--- config.mk ---
export PLATFORM = sky130hd
export DESIGN_NAME = ysyx_25030081_lsu
export DESIGN_NICKNAME = d
export VERILOG_FILES = /design/src/rtl/ysyx_25030081_pkg.sv /design/src/rtl/ysyx_25030081_lsu_fmt.sv /design/src/rtl/ysyx_25030081_lsu.sv
export SDC_FILE = /design/constraint.sdc
export NUM_CORES = 1
export LEC_CHECK = 0
export ABC_AREA = 1
export BUFFER_PORTS_ARGS = -buffer_cell sky130_fd_sc_hd__buf_2
export CAP_MARGIN = 15
export CORE_UTILIZATION = 54
export DETAILED_ROUTE_END_ITERATION = 10
export PLACE_DENSITY = 0.93
export SYNTH_ARGS = -nofsm -noshare
export SYNTH_HDL_FRONTEND = slang
export SYNTH_SLANG_ARGS = --single-unit
--- constraint.sdc ---
create_clock -name clk -period 4.2 [get_ports clk]
set_input_delay 0.63 -clock clk [delete_from_list [all_inputs] [get_ports clk]]
set_output_delay 0.63 -clock clk [all_outputs]
set_load 0.005 [all_outputs]
--- src/rtl/ysyx_25030081_pkg.sv ---
// Shared definitions for the load/store path: access size codes, LSU state encoding
// and the alignment legality helper.
package ysyx_25030081_pkg;

   localparam logic [1:0] MEM_OP_B = 2'b00;
   localparam logic [1:0] MEM_OP_H = 2'b01;
   localparam logic [1:0] MEM_OP_W = 2'b10;
   localparam int         MEM_OP_UNSIGNED = 2;

   typedef enum logic [1:0] {
      LSU_IDLE = 2'b00,
      LSU_REQ  = 2'b01,
      LSU_WAIT = 2'b10,
      LSU_RESP = 2'b11
   } lsu_state_e;

   // High when the size code is illegal or the byte offset breaks natural alignment.
   function automatic logic mem_op_bad(input logic [1:0] size, input logic [1:0] off);
      logic bad;
      case (size)
         MEM_OP_B: bad = 1'b0;
         MEM_OP_H: bad = off[0];
         MEM_OP_W: bad = (off != 2'b00);
         default:  bad = 1'b1;
      endcase
      return bad;
   endfunction

endpackage

--- src/rtl/ysyx_25030081_lsu_fmt.sv ---
// Combinational data formatting: store lane alignment (data and byte enables) and
// load lane extraction with sign/zero extension.
module ysyx_25030081_lsu_fmt
   import ysyx_25030081_pkg::*;
(
   input  logic [1:0]  st_size_i,
   input  logic [1:0]  st_off_i,
   input  logic [31:0] st_wdata_i,
   output logic [31:0] st_wdata_o,
   output logic [3:0]  st_wmask_o,
   input  logic [1:0]  ld_size_i,
   input  logic        ld_uns_i,
   input  logic [1:0]  ld_off_i,
   input  logic [31:0] ld_word_i,
   output logic [31:0] ld_data_o
);

   logic [3:0]  base_mask_s;
   logic [31:0] ld_shift_s;

   // Store alignment and load extraction, both keyed on the byte offset within the word.
   always_comb begin
      base_mask_s = 4'b0000;
      ld_data_o   = 32'h0000_0000;
      case (st_size_i)
         MEM_OP_B: base_mask_s = 4'b0001;
         MEM_OP_H: base_mask_s = 4'b0011;
         MEM_OP_W: base_mask_s = 4'b1111;
         default:  base_mask_s = 4'b0000;
      endcase
      st_wmask_o = base_mask_s << st_off_i;
      st_wdata_o = st_wdata_i << {st_off_i, 3'b000};
      ld_shift_s = ld_word_i >> {ld_off_i, 3'b000};
      case (ld_size_i)
         MEM_OP_B: begin
            if (ld_uns_i) ld_data_o = {24'h00_0000, ld_shift_s[7:0]};
            else          ld_data_o = {{24{ld_shift_s[7]}}, ld_shift_s[7:0]};
         end
         MEM_OP_H: begin
            if (ld_uns_i) ld_data_o = {16'h0000, ld_shift_s[15:0]};
            else          ld_data_o = {{16{ld_shift_s[15]}}, ld_shift_s[15:0]};
         end
         MEM_OP_W: ld_data_o = ld_shift_s;
         default:  ld_data_o = 32'h0000_0000;
      endcase
   end

endmodule

--- src/rtl/ysyx_25030081_lsu.sv ---
// Load/store unit: accepts one EXU access, issues a word-aligned memory request,
// waits for the response (bounded by TIMEOUT) and returns formatted load data to WBU.
module ysyx_25030081_lsu
   import ysyx_25030081_pkg::*;
#(
   parameter int ADDR_WIDTH = 32,
   parameter int DATA_WIDTH = 32,
   parameter int TIMEOUT    = 255
) (
   input  logic                  clk,
   input  logic                  rst,
   input  logic                  in_valid,
   output logic                  in_ready,
   input  logic                  in_ren,
   input  logic                  in_wen,
   input  logic [ADDR_WIDTH-1:0] in_addr,
   input  logic [DATA_WIDTH-1:0] in_wdata,
   input  logic [2:0]            in_mem_op,
   output logic                  mem_req_valid,
   input  logic                  mem_req_ready,
   output logic                  mem_wen,
   output logic [ADDR_WIDTH-1:0] mem_addr,
   output logic [DATA_WIDTH-1:0] mem_wdata,
   output logic [3:0]            mem_wmask,
   input  logic                  mem_rsp_valid,
   input  logic [DATA_WIDTH-1:0] mem_rsp_rdata,
   output logic                  out_valid,
   input  logic                  out_ready,
   output logic [DATA_WIDTH-1:0] out_rdata,
   output logic                  out_err
);

   localparam int              CNT_W    = (TIMEOUT > 1) ? $clog2(TIMEOUT) : 1;
   localparam logic [CNT_W-1:0] CNT_LAST = CNT_W'(TIMEOUT - 1);

   lsu_state_e            state_q;
   logic                  mem_wen_q;
   logic [ADDR_WIDTH-1:0] mem_addr_q;
   logic [DATA_WIDTH-1:0] mem_wdata_q;
   logic [3:0]            mem_wmask_q;
   logic [1:0]            size_q;
   logic                  uns_q;
   logic [1:0]            off_q;
   logic [CNT_W-1:0]      cnt_q;
   logic [DATA_WIDTH-1:0] out_rdata_q;
   logic                  out_err_q;

   logic                  accept_s;
   logic                  bad_s;
   logic [31:0]           st_wdata_s;
   logic [3:0]            st_wmask_s;
   logic [31:0]           ld_data_s;
   logic [DATA_WIDTH-1:0] rsp_result_s;

   ysyx_25030081_lsu_fmt u_fmt (
      .st_size_i  (in_mem_op[1:0]),
      .st_off_i   (in_addr[1:0]),
      .st_wdata_i (in_wdata),
      .st_wdata_o (st_wdata_s),
      .st_wmask_o (st_wmask_s),
      .ld_size_i  (size_q),
      .ld_uns_i   (uns_q),
      .ld_off_i   (off_q),
      .ld_word_i  (mem_rsp_rdata),
      .ld_data_o  (ld_data_s)
   );

   assign accept_s     = in_valid & (in_ren | in_wen);
   assign bad_s        = mem_op_bad(in_mem_op[1:0], in_addr[1:0]) | (in_ren & in_wen);
   assign rsp_result_s = mem_wen_q ? {DATA_WIDTH{1'b0}} : ld_data_s;

   assign in_ready      = (state_q == LSU_IDLE);
   assign mem_req_valid = (state_q == LSU_REQ);
   assign out_valid     = (state_q == LSU_RESP);
   assign mem_wen       = mem_wen_q;
   assign mem_addr      = mem_addr_q;
   assign mem_wdata     = mem_wdata_q;
   assign mem_wmask     = mem_wmask_q;
   assign out_rdata     = out_rdata_q;
   assign out_err       = out_err_q;

   // Access sequencer with all request/response fields held in registers.
   always_ff @(posedge clk) begin
      if (rst) begin
         state_q     <= LSU_IDLE;
         mem_wen_q   <= 1'b0;
         mem_addr_q  <= {ADDR_WIDTH{1'b0}};
         mem_wdata_q <= {DATA_WIDTH{1'b0}};
         mem_wmask_q <= 4'b0000;
         size_q      <= 2'b00;
         uns_q       <= 1'b0;
         off_q       <= 2'b00;
         cnt_q       <= {CNT_W{1'b0}};
         out_rdata_q <= {DATA_WIDTH{1'b0}};
         out_err_q   <= 1'b0;
      end else begin
         case (state_q)
            LSU_IDLE: begin
               if (accept_s) begin
                  mem_wen_q   <= in_wen & ~in_ren;
                  mem_addr_q  <= {in_addr[ADDR_WIDTH-1:2], 2'b00};
                  mem_wdata_q <= st_wdata_s;
                  mem_wmask_q <= st_wmask_s;
                  size_q      <= in_mem_op[1:0];
                  uns_q       <= in_mem_op[MEM_OP_UNSIGNED];
                  off_q       <= in_addr[1:0];
                  out_rdata_q <= {DATA_WIDTH{1'b0}};
                  out_err_q   <= bad_s;
                  state_q     <= bad_s ? LSU_RESP : LSU_REQ;
               end
            end
            LSU_REQ: begin
               if (mem_req_ready) begin
                  if (mem_rsp_valid) begin
                     out_rdata_q <= rsp_result_s;
                     out_err_q   <= 1'b0;
                     state_q     <= LSU_RESP;
                  end else begin
                     cnt_q   <= {CNT_W{1'b0}};
                     state_q <= LSU_WAIT;
                  end
               end
            end
            LSU_WAIT: begin
               if (mem_rsp_valid) begin
                  out_rdata_q <= rsp_result_s;
                  out_err_q   <= 1'b0;
                  state_q     <= LSU_RESP;
               end else if ((TIMEOUT != 0) && (cnt_q == CNT_LAST)) begin
                  out_rdata_q <= {DATA_WIDTH{1'b0}};
                  out_err_q   <= 1'b1;
                  state_q     <= LSU_RESP;
               end else begin
                  cnt_q <= cnt_q + CNT_W'(1);
               end
            end
            LSU_RESP: begin
               if (out_ready) state_q <= LSU_IDLE;
            end
            default: state_q <= LSU_IDLE;
         endcase
      end
   end

endmodule
==> flow_metrics.env, run 1 <==
export IMPL_cts_tree="yes"
export IMPL_path_clk_slew_ns=0.06
export IMPL_synth_largest_area_cell="dfxtp_1"
export IMPL_top_layer="met4"
export IMPL_critical_path_class="reg -> reg"
export IMPL_maxSlewHeadroom_pct=36.3
export IMPL_post_route_min_period_ns=2.27
export IMPL_maxCapViolCount=0
export IMPL_p_per_area_mw_per_mm2=586
export IMPL_yosys_area_top_type_share_pct=38.2
export IMPL_cts_sinks=115
export IMPL_postCtsResizedCells=0
export IMPL_arrival_ns=2.67
export IMPL_ys_flop_type="dfxtp_1"
export IMPL_finClkSkew_ns=0.0113
export IMPL_nFillCells=933
export IMPL_synth_cells=898
export IMPL_firstDrtPassIters=6
export IMPL_overflow=0
export IMPL_rsz0062_at_grt="false"
export IMPL_irDropWorstVdd_uv=401
export IMPL_fp_row_count=38
export IMPL_crit_path_cell_trace="inv_1, ha_1, nand2_1, inv_1, o21ai_4, inv_2, o21ai_0, a21oi_1, nor2_1"
export IMPL_report_final_setup_viol=0
export IMPL_grt_start_max_net_pins=72
export IMPL_cts_hold_buf=0
export IMPL_area_delta_synth_final_pct=25.0
export IMPL_cts_max_level=4
export IMPL_slowest_delay_ns=0.64
export IMPL_routedWlPerCell_um=13.9
export IMPL_routed_wirelength_um=17100
export IMPL_synth_commonest_cells="nor2_1, nand2_1, dfxtp_1"
export IMPL_critPathBufInv=3
export IMPL_slew_violations=0
export IMPL_final_util_pct=69.5
export IMPL_cpMostUsedCell="inv_1"
export IMPL_core_area_sq_mm=0.0108
export IMPL_viasPerCell=5.29
export IMPL_dpl_hpwl_um=11700
export IMPL_start_kind="register"
export IMPL_finalSetupTns_ns=0
export IMPL_antenna_left=0
export IMPL_grt_pass1_vias=5886
export IMPL_initial_core_util_pct=55.6
export IMPL_dieArea_sq_mm=0.0116
export IMPL_synth_warnings=0
export IMPL_post_route_period_util_pct=54.0
export IMPL_wl_met1_um=6880
export IMPL_async_flop_share_pct=0
export IMPL_insertion_delay_ns=0.51
export IMPL_crit_path_end_kind="register"
export IMPL_hold_viol=0
export IMPL_synth_edff_count=0
export IMPL_crit_family="buffers and inverters"
export IMPL_gp_congestion=0.868
export IMPL_syn_area_per_cell_sq_um=6.71
export IMPL_grt_pass1_wl_um=27200
export IMPL_slowest_stage="inv_2"
export IMPL_synth_area_sq_mm=0.00603
export IMPL_wl_met2_um=8100
export IMPL_path_max_fanout=55
export IMPL_die_x_um=108
export IMPL_p_leak_nw=3.93
export IMPL_dr_wl_met3_um=1630
export IMPL_die_y_um=108
export IMPL_hold_path_class="in -> reg"
export IMPL_max_freq_mhz=441
export IMPL_antenna_cells=0
export IMPL_drive_gt1_share_pct=25.9
export IMPL_ioPinCount=212
export IMPL_worstMarginPinSlew_ns=0.955
export IMPL_status="completed"
export IMPL_vias=6486
export IMPL_route_detailed_drc=0
export IMPL_synth_area_leaders="dfxtp_1, nor2_1, nand2_1"
export IMPL_numCtsBuffers=17
export IMPL_seq_area_frac_synth_pct=38.2
export IMPL_final_nets=1190
export IMPL_ys_ff_latch=115
export IMPL_cts_path_max_buffers=2
export IMPL_ys_types=39
export IMPL_synth_most_common_cell="nor2_1"
export IMPL_cts_root_buf="clkbuf_8"
export IMPL_grt_usage_pct=29.6
export IMPL_critPathRequiredTime_ns=4.60
export IMPL_antenna_found_initial=0
export IMPL_drt_iter0_markers=530
export IMPL_cts_setup_buffers=0
export IMPL_io_buffer_count=209
==> cells by family (layout without fill, tap and decap cells) <==
| kind of cell | after synthesis | after routing | synth area share [%] |
|---|---|---|---|
| AND/OR/NAND/NOR | 437 | 437 | 30.5 |
| AO/OA/AOI/OAI | 191 | 191 | 18.0 |
| buffers and inverters | 142 | 330 | 10.9 |
| flip-flops | 115 | 115 | 38.2 |
| adder cells (fa/ha/maj) | 9 | 9 | 1.87 |
| XOR/XNOR | 2 | 2 | 0.291 |
| other | 1 | 2 | 0.0622 |
| multiplexers | 1 | 1 | 0.166 |
==> power breakdown <==
part	internal, mW	switching [mW]
combinational	0.541	1.04
sequential	1.27	0.123
clock	0.866	0.567
==> worst reg2reg max path, cell delays in order (launching register included) <==
cell     delay [ns]
dfxtp_1        0.33
inv_1          0.12
ha_1           0.31
nand2_1        0.08
inv_1          0.12
o21ai_4        0.07
inv_2          0.64
o21ai_0        0.24
a21oi_1        0.18
nor2_1         0.06
==> stage by stage <==
stage	setup slack [ns]	instances	power [mW]	hold slack, ns	instance area (sq um)
after global routing	1.70	1227	4.70	0.379	7530
after detailed placement	1.81	1195	2.99	0.455	6950
after global placement	1.92	1195	2.96	0.451	6950
after CTS	1.97	1227	4.42	0.355	7530
after floorplan	2.57	899	2.62	0.455	6030
final	1.93	1227	4.42	0.367	7530
==> area by class of cell <==
class	instances	area, sq um	area share [%]
clock buffers	18	428	5.68
clock inverters	14	153	2.03
inverters	85	322	4.27
multi-input cells	642	3080	40.9
flip-flops and latches	115	2300	30.6
well taps	140	175	2.33
repair buffers	213	1080	14.3
==> state kept, by name, indices dropped and copies added, names as in the netlist <==
register   count
mem_addr      30
out_err        1
mem_wen        1
cnt_q          8
size_q         2
mem_wdata     32
state_q        2
off_q          2
out_rdata     32
mem_wmask      4
uns_q          1
==> layout by cell type (no fill, tap or decap), types with 3 or more instances in the layout <==
master	instances
buf_2	209
a22oi_1	9
o211ai_1	11
nand2_1	177
inv_1	78
a21oi_1	57
nand4_1	8
nand2_2	3
nand3_1	25
dfxtp_1	115
clkbuf_16	16
nor2_4	5
nor2_1	199
clkinvlp_4	4
buf_4	4
ha_1	9
a31oi_1	3
inv_6	4
nand3_2	3
nor2_2	11
o31ai_1	8
inv_2	6
o21ai_0	89
a32oi_1	6
==> routing by layer <==
layer | vias to the layer above | GRT usage (%)
li1 | 3228 | -
met2 | 354 | 49.8
met4 | 0 | 12.4
met1 | 2860 | 36.5
met5 | - | 0
met3 | 44 | 6.36
==> worst paths after layout <==
path	from	endpoint	slack, ns	cells after the start
worst max-delay path	state_q[0]$_SDFFE_PP0P_	mem_wdata[19]$_SDFFE_PP0P_	1.93	9
worst min-delay path	in_addr[11]	mem_addr[11]$_SDFFE_PP0P_	0.37	3
worst max register to register	state_q[0]$_SDFFE_PP0P_	mem_wdata[19]$_SDFFE_PP0P_	1.93	9
worst min register to register	out_err$_SDFFE_PP0P_	out_err$_SDFFE_PP0P_	0.46	2
Note: power is estimated with default switching activity, not from simulation.
==> inputs of run 2 (changes only) <==
--- a/config.mk
+++ b/config.mk
@@ -5,12 +5,12 @@
 export SDC_FILE = /design/constraint.sdc
 export NUM_CORES = 1
 export LEC_CHECK = 0
-export ABC_AREA = 1
+export ABC_AREA = 0
 export BUFFER_PORTS_ARGS = -buffer_cell sky130_fd_sc_hd__buf_2
 export CAP_MARGIN = 15
-export CORE_UTILIZATION = 54
+export CORE_UTILIZATION = 49
 export DETAILED_ROUTE_END_ITERATION = 10
-export PLACE_DENSITY = 0.93
+export PLACE_DENSITY = 0.87
 export SYNTH_ARGS = -nofsm -noshare
 export SYNTH_HDL_FRONTEND = slang
 export SYNTH_SLANG_ARGS = --single-unit
==> constraint.sdc (replaced) <==
create_clock -name clk -period 2.35 [get_ports clk]
set_input_delay 0.3525 -clock clk [delete_from_list [all_inputs] [get_ports clk]]
set_output_delay 0.3525 -clock clk [all_outputs]
set_load 0.005 [all_outputs]
==> flow_metrics.env, run 2 <==
export IMPL_maxSlewHeadroom_pct=59.7
export IMPL_cts_root_buf="clkbuf_16"
export IMPL_intPower_mw=4.74
export IMPL_finClkSkew_ns=0.0115
export IMPL_crit_family="compound AO/OA/AOI/OAI gates"
export IMPL_grt_pass1_wl_um=24900
export IMPL_worstMarginPinSlew_ns=0.604
export IMPL_postCtsResizedCells=0
export IMPL_min_from="in_addr[10]"
export IMPL_dpl_hpwl_um=11100
export IMPL_die_x_um=109
export IMPL_numCtsBuffers=17
export IMPL_area_delta_synth_final_pct=31.7
export IMPL_firstDrtPassIters=5
export IMPL_hold_path_class="in -> reg"
export IMPL_p_sw_mw=2.45
export IMPL_min_to="mem_addr[10]$_SDFFE_PP0P_"
export IMPL_synth_largest_area_cell="dfxtp_1"
export IMPL_swShare_pct=34.1
export IMPL_ys_types=53
export IMPL_worst_r2r_cell_count=8
export IMPL_slew_violations=0
export IMPL_start_kind="register"
export IMPL_grt_usage_pct=26.9
export IMPL_grt_pass1_vias=5330
export IMPL_max_freq_mhz=481
export IMPL_post_route_period_util_pct=88.4
export IMPL_antenna_cells=0
export IMPL_seq_power_share_pct=32.7
export IMPL_path_max_fanout=21
export IMPL_post_route_min_period_ns=2.08
export IMPL_pwr_share_comb_pct=30.0
export IMPL_ioPinCount=212
export IMPL_layout_common_cells="buf_2, dfxtp_1, nand2_1"
export IMPL_r2r_start="state_q[1]$_SDFFE_PP0P_"
export IMPL_fin_ws_ns=0.273
export IMPL_synth_most_common_cell="dfxtp_1"
export IMPL_cts_sinks=115
export IMPL_antenna_found_initial=0
export IMPL_maxCapViolCount=0
export IMPL_route_detailed_drc=0
export IMPL_overflow=0
export IMPL_gp_congestion=0.856
export IMPL_crit_path_cell_trace="inv_1, ha_1, nor2b_1, a2111oi_2, and2_1, nand3b_1, buf_4, o21ai_1"
export IMPL_drt_iter0_markers=290
export IMPL_critPathBufInv=2
export IMPL_yosys_area_top_type_share_pct=41.3
export IMPL_pre_cts_slack_ns=0.311
export IMPL_antenna_left=0
export IMPL_pwr_share_clk_pct=37.3
export IMPL_synth_area_sq_mm=0.00558
export IMPL_rsz0062_at_grt="false"
export IMPL_synth_edff_count=0
export IMPL_dieArea_sq_mm=0.0118
export IMPL_crit_path_end_kind="register"
export IMPL_synth_warnings=0
export IMPL_routedWlPerCell_um=15.2
export IMPL_final_nets=989
export IMPL_slowest_stage="dfxtp_1"
export IMPL_routed_wirelength_um=15600
export IMPL_reg2reg_slack_ns=0.27
export IMPL_critPathRequiredTime_ns=2.69
export IMPL_cts_tree="yes"
export IMPL_seq_area_frac_synth_pct=41.3
export IMPL_path_clk_slew_ns=0.06
export IMPL_cts_hold_buf=0
export IMPL_ys_flop_type="dfxtp_1"
export IMPL_async_flop_share_pct=0
export IMPL_synth_area_leaders="dfxtp_1, a21oi_1, nand2_1"
export IMPL_hold_viol=0
export IMPL_irDropWorstVdd_uv=541
export IMPL_io_buffer_count=209
export IMPL_cts_max_level=4
export IMPL_p_per_area_mw_per_mm2=978
export IMPL_fp_row_count=38
export IMPL_cts_setup_buffers=0
export IMPL_holdWs_ns=0.174
export IMPL_synth_commonest_cells="dfxtp_1, nand2_1, a21oi_1"
export IMPL_die_y_um=109
export IMPL_status="completed"
export IMPL_insertion_delay_ns=0.41
export IMPL_grt_start_max_net_pins=87
export IMPL_ys_ff_latch=115
export IMPL_viasPerCell=5.52
export IMPL_finalSetupTns_ns=0
export IMPL_synth_cells=683
export IMPL_syn_area_per_cell_sq_um=8.17
export IMPL_r2r_end="out_rdata[19]$_SDFFE_PP0P_"
export IMPL_initial_core_util_pct=50.8
export IMPL_critical_path_class="reg -> reg"
export IMPL_dp_cells=994
export IMPL_final_cells=1026
export IMPL_p_leak_nw=3.24
export IMPL_cts_path_max_buffers=2
export IMPL_final_common_cell="buf_2"
export IMPL_whs_path_depth=3
export IMPL_slowest_delay_ns=0.39
export IMPL_drive_gt1_share_pct=32.3
export IMPL_core_area_sq_mm=0.0110
export IMPL_vias=5665
export IMPL_arrival_ns=2.42
export IMPL_report_final_setup_viol=0
[run 2: cell types whose count changed after synthesis, moves of 11 or more]
cell / delta
mux2i_1: +32
a211oi_1: +24
nor2_2: -11
clkbuf_1: +17
nor2_1: -153
nor3_1: +19
nand2_1: -66
o21ai_0: -78
inv_1: -70
o21ai_1: +11
nor2b_1: +15
nand3b_1: +22
a21oi_1: +47
[run 2: worst min-delay path, stage by stage]
cell     delay (ns)
buf_2          0.09
nand2_1        0.04
a21oi_1        0.05
[run 2: per-layer routing]
layer	wire [um]	GRT usage, %
met4	346	10.4
met5	0	0
met3	1160	7.77
met2	7530	44.8
met1	6610	32.6
[run 2: cells by family (layout without fill, tap and decap cells)]
kind of cell | Yosys count | count (layout) | share of synthesized area [%]
compound gates | 190 | 190 | 21.0
other cells | 1 | 2 | 0.0672
flops | 115 | 115 | 41.3
xor+xnor | 6 | 6 | 0.942
mux | 43 | 43 | 7.94
buf+inv | 67 | 269 | 5.14
fa+ha+maj | 9 | 9 | 2.02
simple gates | 252 | 252 | 21.6
[run 2: cell type report]
type | count | area (sq um)
fillers | 936 | 3640
clock inverters | 13 | 173
multi-input cells | 502 | 2990
inverters | 10 | 37.5
flip-flops and latches | 115 | 2300
well taps | 140 | 175
repair buffers | 227 | 1220
clock buffers | 19 | 443
[run 2: power groups by stage]
stage	Sequential [mW]	Clock (mW)	Combinational [mW]
floorplan	2.37	0	1.41
global placement	2.38	0	2.11
detailed placement	2.39	0	2.14
CTS	2.35	2.71	2.15
global route	2.38	2.80	2.37
finish	2.35	2.68	2.16
[run 2: worst max-delay path by stage]
stage,cells after the start,slack (ns),startpoint,to
2_1_floorplan,8,0.45,state_q[1]$_SDFFE_PP0P_,out_rdata[26]$_SDFFE_PP0P_
3_5_place_dp,8,0.31,state_q[1]$_SDFFE_PP0P_,out_rdata[6]$_SDFFE_PP0P_
6_report,8,0.27,state_q[1]$_SDFFE_PP0P_,out_rdata[19]$_SDFFE_PP0P_
4_1_cts,8,0.27,state_q[1]$_SDFFE_PP0P_,out_rdata[19]$_SDFFE_PP0P_
3_3_place_gp,8,0.41,state_q[1]$_SDFFE_PP0P_,out_rdata[17]$_SDFFE_PP0P_
5_1_grt,8,0.11,state_q[1]$_SDFFE_PP0P_,out_rdata[3]$_SDFFE_PP0P_
[run 2: through the flow]
step | power [mW] | instance area, sq um | util, %
after global placement | 4.49 | 6730 | 61.3
after floorplan | 3.79 | 5580 | -
after CTS | 7.21 | 7340 | 66.9
after detailed placement | 4.52 | 6730 | 61.3
final | 7.18 | 7340 | 66.9
after global routing | 7.55 | 7340 | 66.9
==> inputs of run 3 (changes only) <==
--- a/config.mk
+++ b/config.mk
@@ -8,6 +8,7 @@
 export ABC_AREA = 0
 export BUFFER_PORTS_ARGS = -buffer_cell sky130_fd_sc_hd__buf_2
 export CAP_MARGIN = 15
+export CORE_ASPECT_RATIO = 1.2
 export CORE_UTILIZATION = 49
 export DETAILED_ROUTE_END_ITERATION = 10
 export PLACE_DENSITY = 0.87
==> flow_metrics.env, run 3 (same netlist as run 2, synthesis figures left out) <==
export IMPL_p_leak_nw=3.28
export IMPL_final_cells=1021
export IMPL_overflow=0
export IMPL_critPathRequiredTime_ns=2.68
export IMPL_antenna_found_initial=0
export IMPL_grt_pass1_wl_um=25000
export IMPL_antenna_left=0
export IMPL_arrival_ns=2.41
export IMPL_layout_common_cells="buf_2, dfxtp_1, nand2_1"
export IMPL_p_per_area_mw_per_mm2=984
export IMPL_viasPerCell=5.55
export IMPL_max_freq_mhz=480
export IMPL_route_detailed_drc=0
export IMPL_place_area_sq_mm=0.00675
export IMPL_dieArea_sq_mm=0.0118
export IMPL_crit_path_end_kind="register"
export IMPL_grt_start_max_net_pins=47
export IMPL_post_route_min_period_ns=2.08
export IMPL_grt_usage_pct=26.4
export IMPL_drt_iter0_markers=243
export IMPL_cts_tree="yes"
export IMPL_finalSetupTns_ns=0
export IMPL_nFillCells=942
export IMPL_initial_core_util_pct=50.5
export IMPL_routedWlPerCell_um=14.9
export IMPL_final_common_cell="buf_2"
export IMPL_path_max_fanout=12
export IMPL_area_delta_synth_final_pct=32.2
export IMPL_maxSlewHeadroom_pct=52.9
export IMPL_slew_violations=0
export IMPL_worstMarginPinSlew_ns=0.705
export IMPL_die_x_um=99.4
export IMPL_antenna_cells=0
export IMPL_dp_cells=990
export IMPL_cts_root_buf="clkbuf_16"
export IMPL_core_area_sq_mm=0.0110
export IMPL_vias=5667
export IMPL_numCtsBuffers=17
export IMPL_fp_row_count=42
export IMPL_report_final_setup_viol=0
export IMPL_whs_path_depth=3
export IMPL_design_area_sq_mm=0.00737
export IMPL_path_clk_slew_ns=0.05
export IMPL_cts_setup_buffers=0
export IMPL_swShare_pct=32.3
export IMPL_io_buffer_count=209
export IMPL_min_to="mem_addr[12]$_SDFFE_PP0P_"
export IMPL_r2r_start="state_q[1]$_SDFFE_PP0P_"
export IMPL_hold_viol=0
export IMPL_status="completed"
export IMPL_insertion_delay_ns=0.40
export IMPL_grt_pass1_vias=5371
export IMPL_final_nets=993
export IMPL_reg2reg_slack_ns=0.27
export IMPL_pwr_share_comb_pct=30.3
export IMPL_intPower_mw=4.91
export IMPL_seq_power_share_pct=32.4
export IMPL_cts_path_max_buffers=2
export IMPL_die_y_um=119
export IMPL_cts_sinks=115
export IMPL_dpl_hpwl_um=11000
export IMPL_pwr_share_clk_pct=37.3
export IMPL_hold_path_class="in -> reg"
export IMPL_drive_gt1_share_pct=32.5
export IMPL_min_from="in_addr[12]"
export IMPL_worst_r2r_cell_count=8
export IMPL_critical_path_class="reg -> reg"
export IMPL_p_sw_mw=2.35
export IMPL_ioPinCount=212
export IMPL_rsz0062_at_grt="false"
export IMPL_routed_wirelength_um=15200
export IMPL_gp_congestion=0.840
export IMPL_irDropWorstVdd_uv=634
export IMPL_r2r_end="out_rdata[1]$_SDFFE_PP0P_"
export IMPL_start_kind="register"
export IMPL_post_route_period_util_pct=88.6
export IMPL_cts_max_level=4
export IMPL_firstDrtPassIters=5
export IMPL_postCtsResizedCells=0
export IMPL_maxCapViolCount=0
export IMPL_cts_hold_buf=0
export IMPL_finClkSkew_ns=0.0102
run 3: cell count changes in the layout (fill, tap and decap cells not counted), sizes merged:
cell | before | now
buf | 227 | 231
bufinv | 3 | 4
clkbuf | 19 | 21
clkinv | 4 | 6
clkinvlp | 4 | 2
inv | 12 | 8
run 3: worst max-delay path: stages, from the launching register on:
cell and delay, ns:
dfxtp_1 0.38, inv_1 0.08, ha_1 0.26, nor2b_1 0.17, a2111oi_2 0.38, and2_1 0.24
buf_4 0.20, o2111ai_1 0.15, a21oi_1 0.15
run 3: routing by layer:
layer,vias to the layer above,track usage [%],part of all wire (%)
met1,2654,30.8,41
met5,-,0,0
met3,35,6.63,6.1
met2,197,45.4,50
li1,2781,-,-
met4,0,11.2,2.7
run 3: worst max-delay path by stage:
stage / startpoint / endpoint / slack [ns] / cells past startpoint
2_1_floorplan: state_q[1]$_SDFFE_PP0P_ / out_rdata[26]$_SDFFE_PP0P_ / 0.45 / 8
3_3_place_gp: state_q[1]$_SDFFE_PP0P_ / out_rdata[21]$_SDFFE_PP0P_ / 0.38 / 8
4_1_cts: state_q[1]$_SDFFE_PP0P_ / out_rdata[1]$_SDFFE_PP0P_ / 0.27 / 8
3_5_place_dp: state_q[1]$_SDFFE_PP0P_ / out_rdata[21]$_SDFFE_PP0P_ / 0.29 / 8
6_report: state_q[1]$_SDFFE_PP0P_ / out_rdata[1]$_SDFFE_PP0P_ / 0.27 / 8
5_1_grt: state_q[1]$_SDFFE_PP0P_ / out_rdata[1]$_SDFFE_PP0P_ / 0.15 / 8
run 3: power groups by stage:
stage	clock, mW	sequential, mW	combinational [mW]
final	2.71	2.35	2.20
after global routing	2.83	2.38	2.43
after CTS	2.75	2.35	2.20
after detailed placement	0	2.38	2.19
after global placement	0	2.37	2.16
after floorplan	0	2.37	1.41
run 3: cell type report:
| type | count | area [sq um] | share of cell area (%) |
|---|---|---|---|
| inverters | 10 | 37.5 | 0.509 |
| well taps | 132 | 165 | 2.24 |
| repair buffers | 231 | 1250 | 17.0 |
| flip-flops and latches | 115 | 2300 | 31.2 |
| multi-input cells | 502 | 2990 | 40.6 |
| clock buffers | 21 | 470 | 6.38 |
| clock inverters | 10 | 155 | 2.10 |
run 3: metrics by stage:
stage          hold WS (ns)  setup WS, ns  total power, mW  util (%)
2_1_floorplan         0.448         0.454             3.79         -
3_3_place_gp          0.437         0.379             4.54      61.2
3_5_place_dp          0.445         0.293             4.57      61.2
4_1_cts               0.176         0.273             7.30      66.8
5_1_grt               0.185         0.154             7.65      66.8
6_report              0.187         0.268             7.26      66.8
